File: src/rtl/arbitro_memoria_jogadores_if.sv
// Client/RAM bus bundle for the player-board memory arbiter.
// slave = arbiter view, master = client/RAM side view.
interface arbitro_memoria_jogadores_if #(
   parameter int DATA_W      = 64,
   parameter int ADDR_W      = 5,
   parameter int NUM_PLAYERS = 2,
   parameter int NUM_CLIENTS = 4
);
   localparam int PW = (NUM_PLAYERS > 1) ? $clog2(NUM_PLAYERS) : 1;

   logic [NUM_CLIENTS-1:0]        cli_req;
   logic [NUM_CLIENTS-1:0]        cli_we;
   logic [NUM_CLIENTS-1:0]        cli_lock;
   logic [NUM_CLIENTS*PW-1:0]     cli_player;
   logic [NUM_CLIENTS*ADDR_W-1:0] cli_addr;
   logic [NUM_CLIENTS*DATA_W-1:0] cli_wdata;
   logic [NUM_CLIENTS-1:0]        cli_gnt;
   logic [NUM_CLIENTS-1:0]        cli_rvalid;
   logic [DATA_W-1:0]             cli_rdata;
   logic [ADDR_W-1:0]             mem_addr;
   logic [DATA_W-1:0]             mem_wdata;
   logic [NUM_PLAYERS-1:0]        mem_wren;
   logic [NUM_PLAYERS*DATA_W-1:0] mem_rdata;
   logic                          erro_jogador;

   modport slave (
      input  cli_req, cli_we, cli_lock, cli_player, cli_addr, cli_wdata, mem_rdata,
      output cli_gnt, cli_rvalid, cli_rdata, mem_addr, mem_wdata, mem_wren, erro_jogador
   );

   modport master (
      output cli_req, cli_we, cli_lock, cli_player, cli_addr, cli_wdata, mem_rdata,
      input  cli_gnt, cli_rvalid, cli_rdata, mem_addr, mem_wdata, mem_wren, erro_jogador
   );
endinterface

File: src/rtl/arbitro_memoria_jogadores.sv
// Arbitrates NUM_CLIENTS requesters onto the shared player-RAM bus: one grant per cycle,
// fixed-priority or round-robin with lock; read data returns RD_LATENCY+1 cycles after gnt.
module arbitro_memoria_jogadores #(
   parameter int DATA_W      = 64,
   parameter int ADDR_W      = 5,
   parameter int NUM_PLAYERS = 2,
   parameter int NUM_CLIENTS = 4,
   parameter int ARB_MODE    = 0,
   parameter int RD_LATENCY  = 1
) (
   input  logic clk,
   input  logic resetGeral,
   arbitro_memoria_jogadores_if.slave bus
);
   localparam int PW = (NUM_PLAYERS > 1) ? $clog2(NUM_PLAYERS) : 1;
   localparam int CW = (NUM_CLIENTS > 1) ? $clog2(NUM_CLIENTS) : 1;

   typedef logic [CW-1:0] cid_t;
   typedef logic [PW-1:0] pid_t;

   cid_t                   ptr_q, ptr_d;
   logic                   own_vld_q;
   cid_t                   own_idx_q;
   logic [NUM_CLIENTS-1:0] gnt_q, gnt_d;
   logic [NUM_PLAYERS-1:0] wren_q, wren_d;
   logic [ADDR_W-1:0]      addr_q;
   logic [DATA_W-1:0]      wdata_q;
   logic                   erro_q;
   logic                   iss_vld_q;
   cid_t                   iss_id_q;
   pid_t                   iss_pl_q;
   logic                   pipe_vld_q [RD_LATENCY];
   cid_t                   pipe_id_q  [RD_LATENCY];
   pid_t                   pipe_pl_q  [RD_LATENCY];
   logic [NUM_CLIENTS-1:0] rvalid_q, rvalid_d;
   logic [DATA_W-1:0]      rdata_q, rdata_d;

   logic              own_act;
   logic              win_vld;
   cid_t              win_idx;
   int                rr_idx;
   logic              win_we;
   logic              win_lock;
   pid_t              win_pl;
   logic [ADDR_W-1:0] win_addr;
   logic [DATA_W-1:0] win_wdata;
   logic              pl_ok;

   // A live owner pre-empts both arbitration modes; an owner that dropped req is released.
   always_comb begin
      own_act = own_vld_q && bus.cli_req[own_idx_q];
      win_vld = 1'b0;
      win_idx = '0;
      rr_idx  = 0;
      if (own_act) begin
         win_vld = 1'b1;
         win_idx = own_idx_q;
      end else if (ARB_MODE == 0) begin
         for (int i = NUM_CLIENTS-1; i >= 0; i--) begin
            if (bus.cli_req[i]) begin
               win_vld = 1'b1;
               win_idx = cid_t'(i);
            end
         end
      end else begin
         for (int off = NUM_CLIENTS-1; off >= 0; off--) begin
            rr_idx = int'(ptr_q) + off;
            if (rr_idx >= NUM_CLIENTS) rr_idx = rr_idx - NUM_CLIENTS;
            if (bus.cli_req[rr_idx]) begin
               win_vld = 1'b1;
               win_idx = cid_t'(rr_idx);
            end
         end
      end
   end

   always_comb begin
      win_we    = bus.cli_we[win_idx];
      win_lock  = bus.cli_lock[win_idx];
      win_pl    = bus.cli_player[int'(win_idx)*PW +: PW];
      win_addr  = bus.cli_addr[int'(win_idx)*ADDR_W +: ADDR_W];
      win_wdata = bus.cli_wdata[int'(win_idx)*DATA_W +: DATA_W];
      pl_ok     = 1'b0;
      wren_d    = '0;
      for (int p = 0; p < NUM_PLAYERS; p++) begin
         if (win_pl == pid_t'(p)) begin
            pl_ok     = 1'b1;
            wren_d[p] = win_vld && win_we;
         end
      end
      gnt_d = '0;
      if (win_vld) gnt_d[win_idx] = 1'b1;
      ptr_d = ptr_q;
      if (win_vld) ptr_d = (win_idx == cid_t'(NUM_CLIENTS-1)) ? '0 : win_idx + cid_t'(1);
   end

   // Out-of-range banks read back as zero rather than whatever the mux would pick.
   always_comb begin
      rvalid_d = '0;
      rdata_d  = rdata_q;
      if (pipe_vld_q[RD_LATENCY-1]) begin
         rvalid_d[pipe_id_q[RD_LATENCY-1]] = 1'b1;
         rdata_d = '0;
         for (int p = 0; p < NUM_PLAYERS; p++) begin
            if (pipe_pl_q[RD_LATENCY-1] == pid_t'(p)) rdata_d = bus.mem_rdata[p*DATA_W +: DATA_W];
         end
      end
   end

   always_ff @(posedge clk or posedge resetGeral) begin
      if (resetGeral) begin
         ptr_q     <= '0;
         own_vld_q <= 1'b0;
         own_idx_q <= '0;
         gnt_q     <= '0;
         wren_q    <= '0;
         addr_q    <= '0;
         wdata_q   <= '0;
         erro_q    <= 1'b0;
         iss_vld_q <= 1'b0;
         iss_id_q  <= '0;
         iss_pl_q  <= '0;
         for (int j = 0; j < RD_LATENCY; j++) begin
            pipe_vld_q[j] <= 1'b0;
            pipe_id_q[j]  <= '0;
            pipe_pl_q[j]  <= '0;
         end
         rvalid_q  <= '0;
         rdata_q   <= '0;
      end else begin
         ptr_q     <= ptr_d;
         gnt_q     <= gnt_d;
         wren_q    <= wren_d;
         erro_q    <= win_vld && !pl_ok;
         iss_vld_q <= win_vld && !win_we;
         own_vld_q <= win_vld && win_lock;
         if (win_vld) begin
            own_idx_q <= win_idx;
            addr_q    <= win_addr;
            wdata_q   <= win_wdata;
            iss_id_q  <= win_idx;
            iss_pl_q  <= win_pl;
         end
         pipe_vld_q[0] <= iss_vld_q;
         pipe_id_q[0]  <= iss_id_q;
         pipe_pl_q[0]  <= iss_pl_q;
         for (int j = 1; j < RD_LATENCY; j++) begin
            pipe_vld_q[j] <= pipe_vld_q[j-1];
            pipe_id_q[j]  <= pipe_id_q[j-1];
            pipe_pl_q[j]  <= pipe_pl_q[j-1];
         end
         rvalid_q  <= rvalid_d;
         rdata_q   <= rdata_d;
      end
   end

   assign bus.cli_gnt      = gnt_q;
   assign bus.cli_rvalid   = rvalid_q;
   assign bus.cli_rdata    = rdata_q;
   assign bus.mem_addr     = addr_q;
   assign bus.mem_wdata    = wdata_q;
   assign bus.mem_wren     = wren_q;
   assign bus.erro_jogador = erro_q;
endmodule
File: src/flat_wrapper.sv
// flat-port wrapper written by rule: the top's interface ports become plain ports
module arbitro_memoria_jogadores_flat 
#(
   parameter int DATA_W      = 64,
   parameter int ADDR_W      = 5,
   parameter int NUM_PLAYERS = 2,
   parameter int NUM_CLIENTS = 4,
   parameter int ARB_MODE    = 0,
   parameter int RD_LATENCY  = 1
)
  (clk, resetGeral, bus_cli_req, bus_cli_we, bus_cli_lock, bus_cli_player, bus_cli_addr, bus_cli_wdata, bus_mem_rdata, bus_cli_gnt, bus_cli_rvalid, bus_cli_rdata, bus_mem_addr, bus_mem_wdata, bus_mem_wren, bus_erro_jogador);
  arbitro_memoria_jogadores_if #(.DATA_W(DATA_W), .ADDR_W(ADDR_W), .NUM_PLAYERS(NUM_PLAYERS), .NUM_CLIENTS(NUM_CLIENTS)) bus_i ();
  input  logic clk;
  input  logic resetGeral;
  input wire logic [$bits(bus_i.cli_req)-1:0] bus_cli_req;
  input wire logic [$bits(bus_i.cli_we)-1:0] bus_cli_we;
  input wire logic [$bits(bus_i.cli_lock)-1:0] bus_cli_lock;
  input wire logic [$bits(bus_i.cli_player)-1:0] bus_cli_player;
  input wire logic [$bits(bus_i.cli_addr)-1:0] bus_cli_addr;
  input wire logic [$bits(bus_i.cli_wdata)-1:0] bus_cli_wdata;
  input wire logic [$bits(bus_i.mem_rdata)-1:0] bus_mem_rdata;
  output wire logic [$bits(bus_i.cli_gnt)-1:0] bus_cli_gnt;
  output wire logic [$bits(bus_i.cli_rvalid)-1:0] bus_cli_rvalid;
  output wire logic [$bits(bus_i.cli_rdata)-1:0] bus_cli_rdata;
  output wire logic [$bits(bus_i.mem_addr)-1:0] bus_mem_addr;
  output wire logic [$bits(bus_i.mem_wdata)-1:0] bus_mem_wdata;
  output wire logic [$bits(bus_i.mem_wren)-1:0] bus_mem_wren;
  output wire logic [$bits(bus_i.erro_jogador)-1:0] bus_erro_jogador;
  assign bus_i.cli_req = bus_cli_req;
  assign bus_i.cli_we = bus_cli_we;
  assign bus_i.cli_lock = bus_cli_lock;
  assign bus_i.cli_player = bus_cli_player;
  assign bus_i.cli_addr = bus_cli_addr;
  assign bus_i.cli_wdata = bus_cli_wdata;
  assign bus_i.mem_rdata = bus_mem_rdata;
  assign bus_cli_gnt = bus_i.cli_gnt;
  assign bus_cli_rvalid = bus_i.cli_rvalid;
  assign bus_cli_rdata = bus_i.cli_rdata;
  assign bus_mem_addr = bus_i.mem_addr;
  assign bus_mem_wdata = bus_i.mem_wdata;
  assign bus_mem_wren = bus_i.mem_wren;
  assign bus_erro_jogador = bus_i.erro_jogador;
  arbitro_memoria_jogadores #(.DATA_W(DATA_W), .ADDR_W(ADDR_W), .NUM_PLAYERS(NUM_PLAYERS), .NUM_CLIENTS(NUM_CLIENTS), .ARB_MODE(ARB_MODE), .RD_LATENCY(RD_LATENCY)) u_core (.clk(clk), .resetGeral(resetGeral), .bus(bus_i));
endmodule
File: config.mk
export PLATFORM = sky130hd
export DESIGN_NAME = arbitro_memoria_jogadores_flat
export DESIGN_NICKNAME = d
export VERILOG_FILES = /design/src/rtl/arbitro_memoria_jogadores_if.sv /design/src/rtl/arbitro_memoria_jogadores.sv /design/src/flat_wrapper.sv
export SDC_FILE = /design/constraint.sdc
export NUM_CORES = 1
export LEC_CHECK = 0
export CAP_MARGIN = 25
export CORE_AREA = 8 8 211 213
export CTS_CLUSTER_SIZE = 14
export DETAILED_ROUTE_END_ITERATION = 12
export DIE_AREA = 0 0 219 221
export PLACE_DENSITY = 0.57
export REMOVE_ABC_BUFFERS = 1
export SETUP_SLACK_MARGIN = 0.3
export SLEW_MARGIN = 20
export SYNTH_ARGS = -nofsm -noshare
export SYNTH_HDL_FRONTEND = slang
export SYNTH_SLANG_ARGS = --single-unit
export TNS_END_PERCENT = 100
File: constraint.sdc
create_clock -name clk -period 5.8 [get_ports clk]
set_clock_uncertainty 0.1 [all_clocks]
set_input_delay 1.16 -clock clk [delete_from_list [all_inputs] [get_ports clk]]
set_output_delay 1.16 -clock clk [all_outputs]
set_load 0.02 [all_outputs]
* Yosys cells after proc, flatten, opt, wreduce, memory -nomap -nowiden
Cells that the tools add are included.
** Storage, ports and cells
- Bits in registers :: 152
- Input bits :: 422
- Output and inout port bits :: 144
- Logic and storage cells :: 54
** Cells by class
- Multiply operators :: 1
- Magnitude comparators :: 5
- Shift operators :: 3
- Multiplexer cells :: 25
- Reductions and logical operators :: 7
** Operator list (count)
- 256-bit by 9-bit indexed part select with 64-bit output :: 1
- 64-bit two-way mux :: 1
- 20-bit by 32-bit indexed part select with 5-bit output :: 1
- 1-bit two-way mux :: 12
- 2-bit two-way mux :: 5
- 2-bit by 3-bit less-than comparator with 1-bit output (second input constant) :: 3
- 4-bit two-way mux :: 2
- 1-bit binary-select mux with 2-bit select :: 3
- 1-bit logical AND :: 6
- 2-bit by 3-bit multiplier with 5-bit output (second input constant) :: 1
- 1-bit demux with 2-bit select :: 2
- 2-bit by 1-bit >= comparator with 1-bit output (second input constant) :: 2
- 4-bit by 3-bit indexed part select with 1-bit output :: 1
- 1-bit zero test :: 1

* Depth between registers and ports, before layout
Gate-level depths: netlist of the first run.
- Depth after elaboration :: 10
- Mapped depth :: 9
- Depth with buffers taken out :: 5

* Worst setup path before layout of the first run
No wires, ideal clock.
- Kind :: input -> register
- From :: input port bus_cli_req[2]
- To :: register u_core.wdata_q[61], in the netlist u_core.bus.mem_wdata[61]
- Data arrival time :: 2.530 ns
- Required time :: 5.561 ns
- Slack :: 3.031 ns
- Cell stages on the path :: 8
- Path buffers :: 3
- Path through :: buf_2 > mux2i_4 > o22a_4 > buf_8 > buf_6 > mux2i_1 > a2111oi_0 > a21oi_1
** On the way
- Longest elaborated chain between the ends :: 5
- Elaborated cells between the ends (all ways) :: 12
** RTL lines
- start: declaration :: line flat_wrapper.sv:15 : input wire logic [$bits(bus_i.cli_req)-1:0] bus_cli_req;
- 1-bit binary-select mux with 2-bit select / 2-bit two-way mux (equally long branches) :: line arbitro_memoria_jogadores.sv:51, arbitro_memoria_jogadores.sv:60
- 1-bit two-way mux (not written as such) / 2-bit two-way mux (equally long branches) :: line arbitro_memoria_jogadores.sv:51, arbitro_memoria_jogadores.sv:60
- 1-bit logical AND / 2-bit two-way mux (equally long branches) :: line arbitro_memoria_jogadores.sv:51, arbitro_memoria_jogadores.sv:60
- 2-bit two-way mux :: line arbitro_memoria_jogadores.sv:55 : if (own_act) begin
- 256-bit by 9-bit indexed part select with 64-bit output :: line arbitro_memoria_jogadores.sv:82 : win_wdata = bus.cli_wdata[int'(win_idx)*DATA_W +: DATA_W];
- end signal: assignment :: line arbitro_memoria_jogadores.sv:140 : wdata_q <= win_wdata;
- end: declaration :: line arbitro_memoria_jogadores.sv:27 : logic [DATA_W-1:0] wdata_q;
Several ways; a longest one is shown, not always the timed one. The select of a mux whose other input is x is not followed.
A chain may end at the register's enable or synchronous reset.

* Worst setup path in the final report of the first run
- From :: input port bus_cli_req[1]
- To :: register u_core.wdata_q[32], in the netlist u_core.bus.mem_wdata[32]
** On the way
- Longest elaborated chain between the ends :: 5
- Elaborated cells between the ends (all ways) :: 10
** RTL lines
- 1-bit binary-select mux with 2-bit select :: line arbitro_memoria_jogadores.sv:51 : own_act = own_vld_q && bus.cli_req[own_idx_q];
- 1-bit two-way mux (not written as such) :: line arbitro_memoria_jogadores.sv:51
- 1-bit logical AND :: line arbitro_memoria_jogadores.sv:51
- 2-bit two-way mux :: line arbitro_memoria_jogadores.sv:55
- 256-bit by 9-bit indexed part select with 64-bit output :: line arbitro_memoria_jogadores.sv:82
Several ways; a longest one is shown, not always the timed one. The select of a mux whose other input is x is not followed.

==> results of run 1 <==
[cell families after synthesis]
kind of cell / after synthesis / synth area share
AOI/OAI and AO/OA: 362 / 0.275
buffers and inverters: 116 / 0.0577
DFF: 152 / 0.385
muxes: 139 / 0.144
other: 1 / 0.000379
and+or+nand+nor: 304 / 0.138
[synthesized netlist by cell type, types with 3 or more instances]
master     instances
a22oi_1           72
and3_1            71
mux2i_1          136
nor3_1             3
a2111oi_2         66
buf_4              4
a21oi_1          135
dfrtp_1          152
inv_1              7
buf_8              8
clkbuf_1          75
buf_1              8
nor3b_1            3
nor2_1           141
buf_2             12
a2111oi_0          3
o21ai_0           72
nand2_1           76
[layer usage]
metal	share of wire	global-route usage
met1	0.38	0.213
met2	0.49	0.332
met3	0.099	0.0775
met4	0.022	0.0609
met5	0.0026	0
[worst paths after layout]
check | start | endpoint | slack, ns | cells after the start
setup / recovery | bus_cli_req[1] | u_core.bus.mem_wdata[32] | 1.91 | 7
hold / removal | u_core.iss_vld_q | u_core.pipe_vld_q | 0.25 | 0
setup reg to reg | u_core.own_idx_q[1] | u_core.bus.mem_wdata[32] | 2.46 | 6
hold reg to reg | u_core.iss_vld_q | u_core.pipe_vld_q | 0.25 | 0
max in group asynchronous | resetGeral | u_core.bus.mem_wdata[54] | 3.31 | 3
min in group asynchronous | resetGeral | u_core.bus.cli_rdata[0] | 1.13 | 2
[power by group]
part,total (mW),switching [mW],internal (mW)
combinational,2.41,1.23,1.19
sequential,1.58,0.203,1.37
clock,1.21,0.496,0.712
[metrics by stage]
stage	setup TNS, ns	worst slack, ns	instance area, um^2	util	hold slack [ns]
2_1_floorplan	-372.31	-6.22	9350	-	0.231
3_3_place_gp	0	1.53	15900	0.385	0.236
3_5_place_dp	0	1.46	15900	0.386	0.241
4_1_cts	0	1.96	16600	0.401	0.257
5_1_grt	0	1.80	16600	0.401	0.267
6_report	0	1.91	16600	0.401	0.253
[cell type report]
class	instances	area, um^2
antenna	5	12.5
clock buffer	21	470
clock inverter	10	141
fill	4158	24700
inverter	7	31.3
multi-input combinational	806	5580
sequential	152	3810
tap	539	674
timing repair buffer	583	5850
[layout by cell type (no fill, tap or decap), types with 3 or more instances in the layout]
master / netlist / layout
a2111oi_0: 3 / 3
a2111oi_2: 66 / 66
a21oi_1: 135 / 135
a22oi_1: 72 / 72
and3_1: 71 / 71
buf_4: 4 / 14
bufinv_16: 0 / 3
clkbuf_16: 0 / 17
clkbuf_8: 0 / 3
clkdlybuf4s50_1: 0 / 563
dfrtp_1: 152 / 150
diode_2: 0 / 5
inv_1: 7 / 6
inv_6: 0 / 3
mux2i_1: 136 / 136
mux2i_4: 2 / 3
nand2_1: 76 / 75
nor2_1: 141 / 139
nor3b_1: 3 / 3
o21ai_0: 72 / 72
[sequential cells by signal, indices dropped and copies added (netlist names)]
signal	count
u_core.bus.cli_gnt	4
u_core.bus.cli_rdata	64
u_core.bus.cli_rvalid	4
u_core.bus.mem_addr	5
u_core.bus.mem_wdata	64
u_core.bus.mem_wren	2
u_core.iss_pl_q	1
u_core.iss_vld_q	1
u_core.own_idx_q	2
u_core.own_vld_q	1
u_core.pipe_id_q	2
u_core.pipe_pl_q	1
u_core.pipe_vld_q	1
[critical path: stages]
cell and delay (ns):
clkdlybuf4s50_1 0.68, mux2i_4 0.31, o22a_4 0.60, buf_12 0.37, mux2i_1 0.14, a2111oi_2 0.60
a21oi_1 0.13
==> impl_metrics.env, run 1 <==
export IMPL_critPathArrivalTime_ns=4.09
export IMPL_ir_drop_mv=0.200
export IMPL_status="finished clean"
export IMPL_syn_avg_cell_area_um2=9.21
export IMPL_worstSetupPathType="in2reg"
export IMPL_cts_tree="done"
export IMPL_clk_latency_ns=0.44
export IMPL_p_leak_nw=7.03
export IMPL_port_buffers=564
export IMPL_synth_seq_area_share=0.385
export IMPL_dieArea_um2=48400
export IMPL_synth_distinct_cells=41
export IMPL_wl_um=48000
export IMPL_synthCells=1074
export IMPL_setup_violations=0
export IMPL_initial_core_util=0.240
export IMPL_p_total_mw=5.20
export IMPL_cap_violations=0
export IMPL_grt_pass1_wl_um=71700
export IMPL_dr_first_iter_drc_count=529
export IMPL_grt_ovfl_total=0
export IMPL_area_growth_pct=67.6
export IMPL_grt_start_max_net_pins=121
export IMPL_grt_pass1_vias=11100
export IMPL_final_max_slew_viol_count=0
export IMPL_first_pass_iters=5
export IMPL_period_share=0.670
export IMPL_clkSlewWorstSetupHoldPaths_ns=0.07
export IMPL_synth_edff_count=0
export IMPL_vias=10300
export IMPL_rsz0062_at_grt="false"
export IMPL_wl_per_cell_um=22.6
export IMPL_dp_hpwl_um=36700
export IMPL_cts_made_buffers=17
export IMPL_cts_setup_buffers=0
export IMPL_end_kind="flop"
export IMPL_min_period_ns=3.89
export IMPL_ys_flop_type="dfrtp_1"
export IMPL_critPathMaxFanout=63
export IMPL_row_count=75
export IMPL_vias_per_cell=4.87
export IMPL_post_synth_top_area_cell="dfrtp_1"
export IMPL_gp_congestion=0.831
export IMPL_synth_seq_cells=152
export IMPL_power_density_nw_per_um2=314
export IMPL_ant_nets=0
export IMPL_core_um2=41300
export IMPL_crit_path_start_kind="input port"
export IMPL_die_h_um=221
export IMPL_cts_resized_gates=0
export IMPL_hold_viol=0
export IMPL_hold_buffers=0
export IMPL_clock_fmax_mhz=257
export IMPL_synth_area_leaders="dfrtp_1 38%, mux2i_1 14%, a2111oi_2 10%"
export IMPL_fp_dieW_um=219
export IMPL_max_slew_margin=0.348
export IMPL_cts_root_buf="clkbuf_16"
export IMPL_crit_required_ns=6.00
export IMPL_yosys_area_top_type_share=0.385
export IMPL_synth_warnings=0
export IMPL_drive_gt1_frac=0.0836
export IMPL_grt_usage=0.193
export IMPL_drcViolationCount=0
export IMPL_layout_nets=1989
export IMPL_tightestPinTransition_ns=0.979
export IMPL_instances_no_fill=2123
export IMPL_cts_sinks=152
export IMPL_async_reset_ff_frac=1.00
export IMPL_synth_area_um2=9890
export IMPL_dp_cells=2087
export IMPL_hold_class="reg2reg"
export IMPL_boundaryPins=566
export IMPL_cts_htree_levels=4
export IMPL_grt_antenna_before_repair=12
export IMPL_clk_path_buf_depth=2
(Power assumes the default switching activity.)
==> run 2: changes to the inputs <==
- CORE_AREA: 8 8 211 213 -> 8 8 216 218
- DIE_AREA: 0 0 219 221 -> 0 0 224 226
- clock period: 5.8 -> 3.2 ns (I/O delays scaled with it)
==> impl_metrics.env, run 2 (synthesis gave the netlist of run 1 again) <==
export IMPL_status="finished clean"
export IMPL_ir_drop_mv=0.337
export IMPL_whs_ns=0.251
export IMPL_vias=10700
export IMPL_critPathMaxFanout=20
export IMPL_clk_path_buf_depth=2
export IMPL_tns_ns=0
export IMPL_port_buffers=564
export IMPL_cts_made_buffers=17
export IMPL_power_switching_mw=3.56
export IMPL_grt_antenna_before_repair=11
export IMPL_crit_end="u_core.bus.mem_wdata[29]"
export IMPL_netSwitchingFraction=0.371
export IMPL_grt_start_max_net_pins=71
export IMPL_final_cell_mix="563 x clkdlybuf4s50_1, 149 x dfrtp_1, 139 x nor2_1"
export IMPL_layout_nets=2013
export IMPL_setup_violations=0
export IMPL_r2r_end="u_core.bus.mem_wdata[29]"
export IMPL_final_common_cell="clkdlybuf4s50_1"
export IMPL_hold_class="reg2reg"
export IMPL_cts_setup_buffers=0
export IMPL_rsz0062_at_grt="false"
export IMPL_nFillCells=4362
export IMPL_drive_gt1_frac=0.0974
export IMPL_die_h_um=226
export IMPL_use_met3=0.0749
export IMPL_clock_fmax_mhz=387
export IMPL_ant_nets=0
export IMPL_first_pass_iters=5
export IMPL_area_growth_pct=71.6
export IMPL_crit_required_ns=3.44
export IMPL_gp_congestion=0.854
export IMPL_hold_viol=0
export IMPL_crit_family="compound AO/OA/AOI/OAI gates"
export IMPL_path_depth=7
export IMPL_dr_first_iter_drc_count=732
export IMPL_crit_chain="nand2_1, o22a_4, buf_4, buf_4, mux2i_1, a2111oi_2, a21oi_1"
export IMPL_cts_resized_gates=0
export IMPL_comb_power_share=0.459
export IMPL_power_internal_mw=6.04
export IMPL_regArea_um2=3810
export IMPL_reg2reg_depth=7
export IMPL_critPathLaunch="u_core.own_idx_q[0]"
export IMPL_dieArea_um2=50600
export IMPL_cp_common_cell="buf_4"
export IMPL_pwr_share_seq=0.305
export IMPL_grt_ovfl_total=0
export IMPL_place_area_um2=16300
export IMPL_grt_busiest_layer="met2"
export IMPL_slowest_stage="dfrtp_1"
export IMPL_row_count=77
export IMPL_max_stage_delay_ns=0.60
export IMPL_wl_per_cell_um=22.7
export IMPL_dpl_worst_slack_ns=0.136
export IMPL_vias_per_cell=4.86
export IMPL_rrSetupSlack_ns=0.61
export IMPL_grt_pass1_vias=11500
export IMPL_dp_hpwl_um=38600
export IMPL_multi_input_area_um2=5580
export IMPL_r2r_start="u_core.own_idx_q[0]"
export IMPL_grt_pass1_wl_um=73100
export IMPL_cap_violations=0
export IMPL_clkSlewWorstSetupHoldPaths_ns=0.07
export IMPL_p_leak_nw=7.18
export IMPL_drcViolationCount=0
export IMPL_initial_core_util=0.228
export IMPL_cts_htree_levels=4
export IMPL_grt_util_met2=0.332
export IMPL_cts_root_buf="clkbuf_16"
export IMPL_wl_um=49900
export IMPL_max_slew_margin=0.439
export IMPL_hold_buffers=0
export IMPL_use_met1=0.203
export IMPL_crit_path_start_kind="flop"
export IMPL_final_area_um2=17000
export IMPL_clkPwrFrac=0.236
export IMPL_boundaryPins=566
export IMPL_fin_util=0.390
export IMPL_cts_tree="done"
export IMPL_clk_latency_ns=0.47
export IMPL_power_density_nw_per_um2=566
export IMPL_critPathBufInv=2
export IMPL_end_kind="flop"
export IMPL_worstSetupPathType="reg2reg"
export IMPL_final_max_slew_viol_count=0
export IMPL_tightestPinTransition_ns=0.839
export IMPL_critPathArrivalTime_ns=2.83
export IMPL_period_share=0.808
export IMPL_grt_usage=0.191
export IMPL_min_period_ns=2.59
export IMPL_fp_dieW_um=224
export IMPL_fin_ws_ns=0.615
export IMPL_cts_sinks=152
export IMPL_core_um2=43500
[run 2: cell types whose count changed in the layout (fill, tap and decap cells not counted), moves of 2 or more]
cell	previous run	this run
buf_12	2	16
clkinv_2	2	0
buf_4	14	27
buf_16	2	0
[run 2: power by group through the flow]
stage / Sequential [mW] / Combinational [mW] / Clock [mW]
2_1_floorplan: 3.64 / 1.40 / 0
3_3_place_gp: 2.95 / 4.41 / 0
3_5_place_dp: 2.96 / 4.45 / 0
4_1_cts: 2.93 / 4.46 / 2.35
5_1_grt: 3.01 / 4.71 / 2.41
6_report: 2.93 / 4.40 / 2.26
[run 2: through the flow]
step / cells / power (mW)
4_1_cts: 2194 / 9.74
3_3_place_gp: 2164 / 7.35
3_5_place_dp: 2164 / 7.41
2_1_floorplan: 965 / 5.03
6_report: 2200 / 9.59
5_1_grt: 2199 / 10.1
[run 2: area by class of cell]
type | instances | share of cell area
Multi-Input combinational cell | 806 | 0.329
Inverter | 7 | 0.00184
Sequential cell | 152 | 0.225
Clock buffer | 20 | 0.0269
Clock inverter | 10 | 0.00996
Antenna cell | 6 | 0.000885
Timing Repair Buffer | 607 | 0.363
Tap cell | 592 | 0.0437
[run 2: worst min-delay path by stage]
stage / start / endpoint / cells past startpoint
2_1_floorplan: u_core.iss_vld_q / u_core.pipe_vld_q / 0
3_3_place_gp: u_core.iss_vld_q / u_core.pipe_vld_q / 0
3_5_place_dp: u_core.iss_vld_q / u_core.pipe_vld_q / 0
4_1_cts: u_core.iss_vld_q / u_core.pipe_vld_q / 0
5_1_grt: u_core.iss_vld_q / u_core.pipe_vld_q / 0
6_report: u_core.iss_vld_q / u_core.pipe_vld_q / 0
[run 2: routing by layer]
layer | vias up | share of wire
met3 | 68 | 0.092
met5 | - | 0.00044
met1 | 5124 | 0.37
li1 | 5022 | -
met2 | 471 | 0.50
met4 | 4 | 0.033
==> run 3: changes to the inputs <==
- clock period: 3.2 -> 2.2 ns (I/O delays scaled with it)
==> impl_metrics.env, run 3 (synthesis gave the netlist of run 1 again) <==
export IMPL_status="finished with violations"
export IMPL_violations="setup timing"
export IMPL_cap_violations=0
export IMPL_netSwitchingFraction=0.398
export IMPL_instances_no_fill=2282
export IMPL_r2r_end="u_core.bus.mem_wdata[22]"
export IMPL_crit_path_start_kind="flop"
export IMPL_grt_ovfl_total=0
export IMPL_final_max_slew_viol_count=0
export IMPL_grt_pass1_vias=11800
export IMPL_slowest_stage="dfrtp_2"
export IMPL_clk_latency_ns=0.45
export IMPL_vias=11100
export IMPL_power_internal_mw=8.36
export IMPL_dieArea_um2=50600
export IMPL_crit_family="compound AO/OA/AOI/OAI gates"
export IMPL_clk_path_buf_depth=2
export IMPL_cts_sinks=152
export IMPL_grt_pass1_wl_um=75500
export IMPL_initial_core_util=0.228
export IMPL_worstSetupPathType="reg2reg"
export IMPL_row_count=77
export IMPL_tightestPinTransition_ns=0.658
export IMPL_multi_input_area_um2=6150
export IMPL_core_um2=43500
export IMPL_period_share=1.02
export IMPL_dp_hpwl_um=39900
export IMPL_clkSlewWorstSetupHoldPaths_ns=0.08
export IMPL_reg2reg_depth=8
export IMPL_first_pass_iters=5
export IMPL_cts_made_buffers=17
export IMPL_critPathArrivalTime_ns=2.48
export IMPL_setup_violations=5
export IMPL_max_stage_delay_ns=0.48
export IMPL_grt_antenna_before_repair=6
export IMPL_vias_per_cell=4.85
export IMPL_gp_congestion=0.850
export IMPL_critPathBufInv=3
export IMPL_wl_um=52900
export IMPL_port_buffers=564
export IMPL_grt_busiest_layer="met2"
export IMPL_power_switching_mw=5.52
export IMPL_cts_tree="done"
export IMPL_hold_class="reg2reg"
export IMPL_fp_dieW_um=224
export IMPL_min_to="u_core.pipe_vld_q"
export IMPL_final_area_um2=18300
export IMPL_crit_chain="mux2i_4, buf_4, o22a_4, buf_4, mux2i_2, a2111oi_4, buf_4, a21oi_1"
export IMPL_ir_drop_mv=0.447
export IMPL_critPathMaxFanout=8
export IMPL_boundaryPins=566
export IMPL_power_density_nw_per_um2=758
export IMPL_comb_power_share=0.476
export IMPL_nFillCells=4235
export IMPL_crit_required_ns=2.44
export IMPL_r2r_start="u_core.own_idx_q[1]"
export IMPL_cts_htree_levels=4
export IMPL_dp_cells=2221
export IMPL_p_leak_nw=8.00
export IMPL_cts_root_buf="clkbuf_16"
export IMPL_clkPwrFrac=0.223
export IMPL_final_common_cell="clkdlybuf4s50_1"
export IMPL_layout_nets=2098
export IMPL_fin_ws_ns=-0.0442
export IMPL_use_met3=0.0653
export IMPL_use_met1=0.214
export IMPL_ant_nets=0
export IMPL_min_path_cells=0
export IMPL_grt_util_met2=0.362
export IMPL_grt_usage=0.196
export IMPL_regArea_um2=3810
export IMPL_end_kind="flop"
export IMPL_cp_common_cell="buf_4"
export IMPL_place_area_um2=16900
export IMPL_drcViolationCount=0
export IMPL_pwr_share_seq=0.301
export IMPL_max_slew_margin=0.562
export IMPL_wl_per_cell_um=23.2
export IMPL_dpl_worst_slack_ns=-0.586
export IMPL_worstHoldStart="u_core.iss_vld_q"
export IMPL_grt_start_max_net_pins=63
export IMPL_rrSetupSlack_ns=-0.04
export IMPL_final_cell_mix="418 x clkdlybuf4s50_1, 148 x dfrtp_1, 142 x dlygate4sd2_1"
export IMPL_dr_first_iter_drc_count=653
export IMPL_area_growth_pct=85.3
export IMPL_hold_viol=0
export IMPL_rsz0062_at_grt="true"
export IMPL_die_h_um=226
export IMPL_min_period_ns=2.24
export IMPL_clock_fmax_mhz=446
export IMPL_drive_gt1_frac=0.191
[run 3: cell count changes in the layout (fill, tap and decap cells not counted), moves of 11 or more]
cell / previous run / this run
a21oi_1: 135 / 121
buf_4: 27 / 75
clkdlybuf4s50_1: 563 / 418
buf_6: 0 / 11
buf_12: 16 / 27
a22oi_2: 0 / 50
a2111oi_4: 0 / 13
a22oi_1: 72 / 22
dlygate4sd2_1: 0 / 142
a21oi_2: 0 / 14
[run 3: power by group through the flow]
stage,combinational (mW),clock (mW),sequential [mW]
2_1_floorplan,2.03,0,5.29
3_3_place_gp,6.64,0,4.23
3_5_place_dp,6.70,0,4.26
4_1_cts,6.50,3.21,4.18
5_1_grt,7.05,3.30,4.29
6_report,6.61,3.10,4.18
[run 3: layout make-up]
| cell class | count | area share |
|---|---|---|
| clock inverter | 14 | 0.00847 |
| multi-input combinational | 808 | 0.336 |
| sequential | 152 | 0.208 |
| inverter | 7 | 0.00171 |
| antenna | 1 | 0.000137 |
| timing repair buffer | 690 | 0.382 |
| clock buffer | 18 | 0.0240 |
| tap | 592 | 0.0404 |
[run 3: layer usage]
| metal | vias up | wire (um) |
|---|---|---|
| met5 | - | 13 |
| li1 | 5192 | - |
| met3 | 41 | 4200 |
| met4 | 2 | 858 |
| met2 | 469 | 27300 |
| met1 | 5356 | 20500 |
[run 3: worst max path at each step]
| stage | start | slack, ns | endpoint | cells past startpoint |
|---|---|---|---|---|
| final | u_core.own_idx_q[1] | -0.04 | u_core.bus.mem_wdata[22] | 8 |
| after global routing | u_core.own_idx_q[1] | -0.12 | u_core.bus.mem_wdata[51] | 7 |
| after CTS | u_core.own_idx_q[1] | -0.007 | u_core.bus.mem_wdata[62] | 6 |
| after detailed placement | bus_cli_req[1] | -0.59 | u_core.bus.mem_wdata[2] | 8 |
| after global placement | bus_cli_req[1] | -0.55 | u_core.own_vld_q | 8 |
| after floorplan | bus_cli_req[0] | -9.10 | u_core.own_vld_q | 2 |
[run 3: repair_timing]
| item | in CTS | in global routing |
|---|---|---|
| hold buffers | 0 | 0 |
| endpoints found under the setup margin | 223 | 78 |
| gates resized for setup | 231 | 38 |
| setup buffers | 16 | 1 |
| pin swaps | 26 | 29 |
| gates cloned | 4 | 7 |
[run 3: stage by stage]
stage / setup TNS, ns / hold slack, ns / utilization / power, mW
finish: -0.136 / 0.252 / 0.422 / 13.9
global route: -4.78 / 0.264 / 0.422 / 14.6
CTS: -0.0117 / 0.241 / 0.413 / 13.9
detailed placement: -37.28 / 0.240 / 0.388 / 11.0
global placement: -33.17 / 0.237 / 0.388 / 10.9
floorplan: -1011.73 / 0.231 / - / 7.32
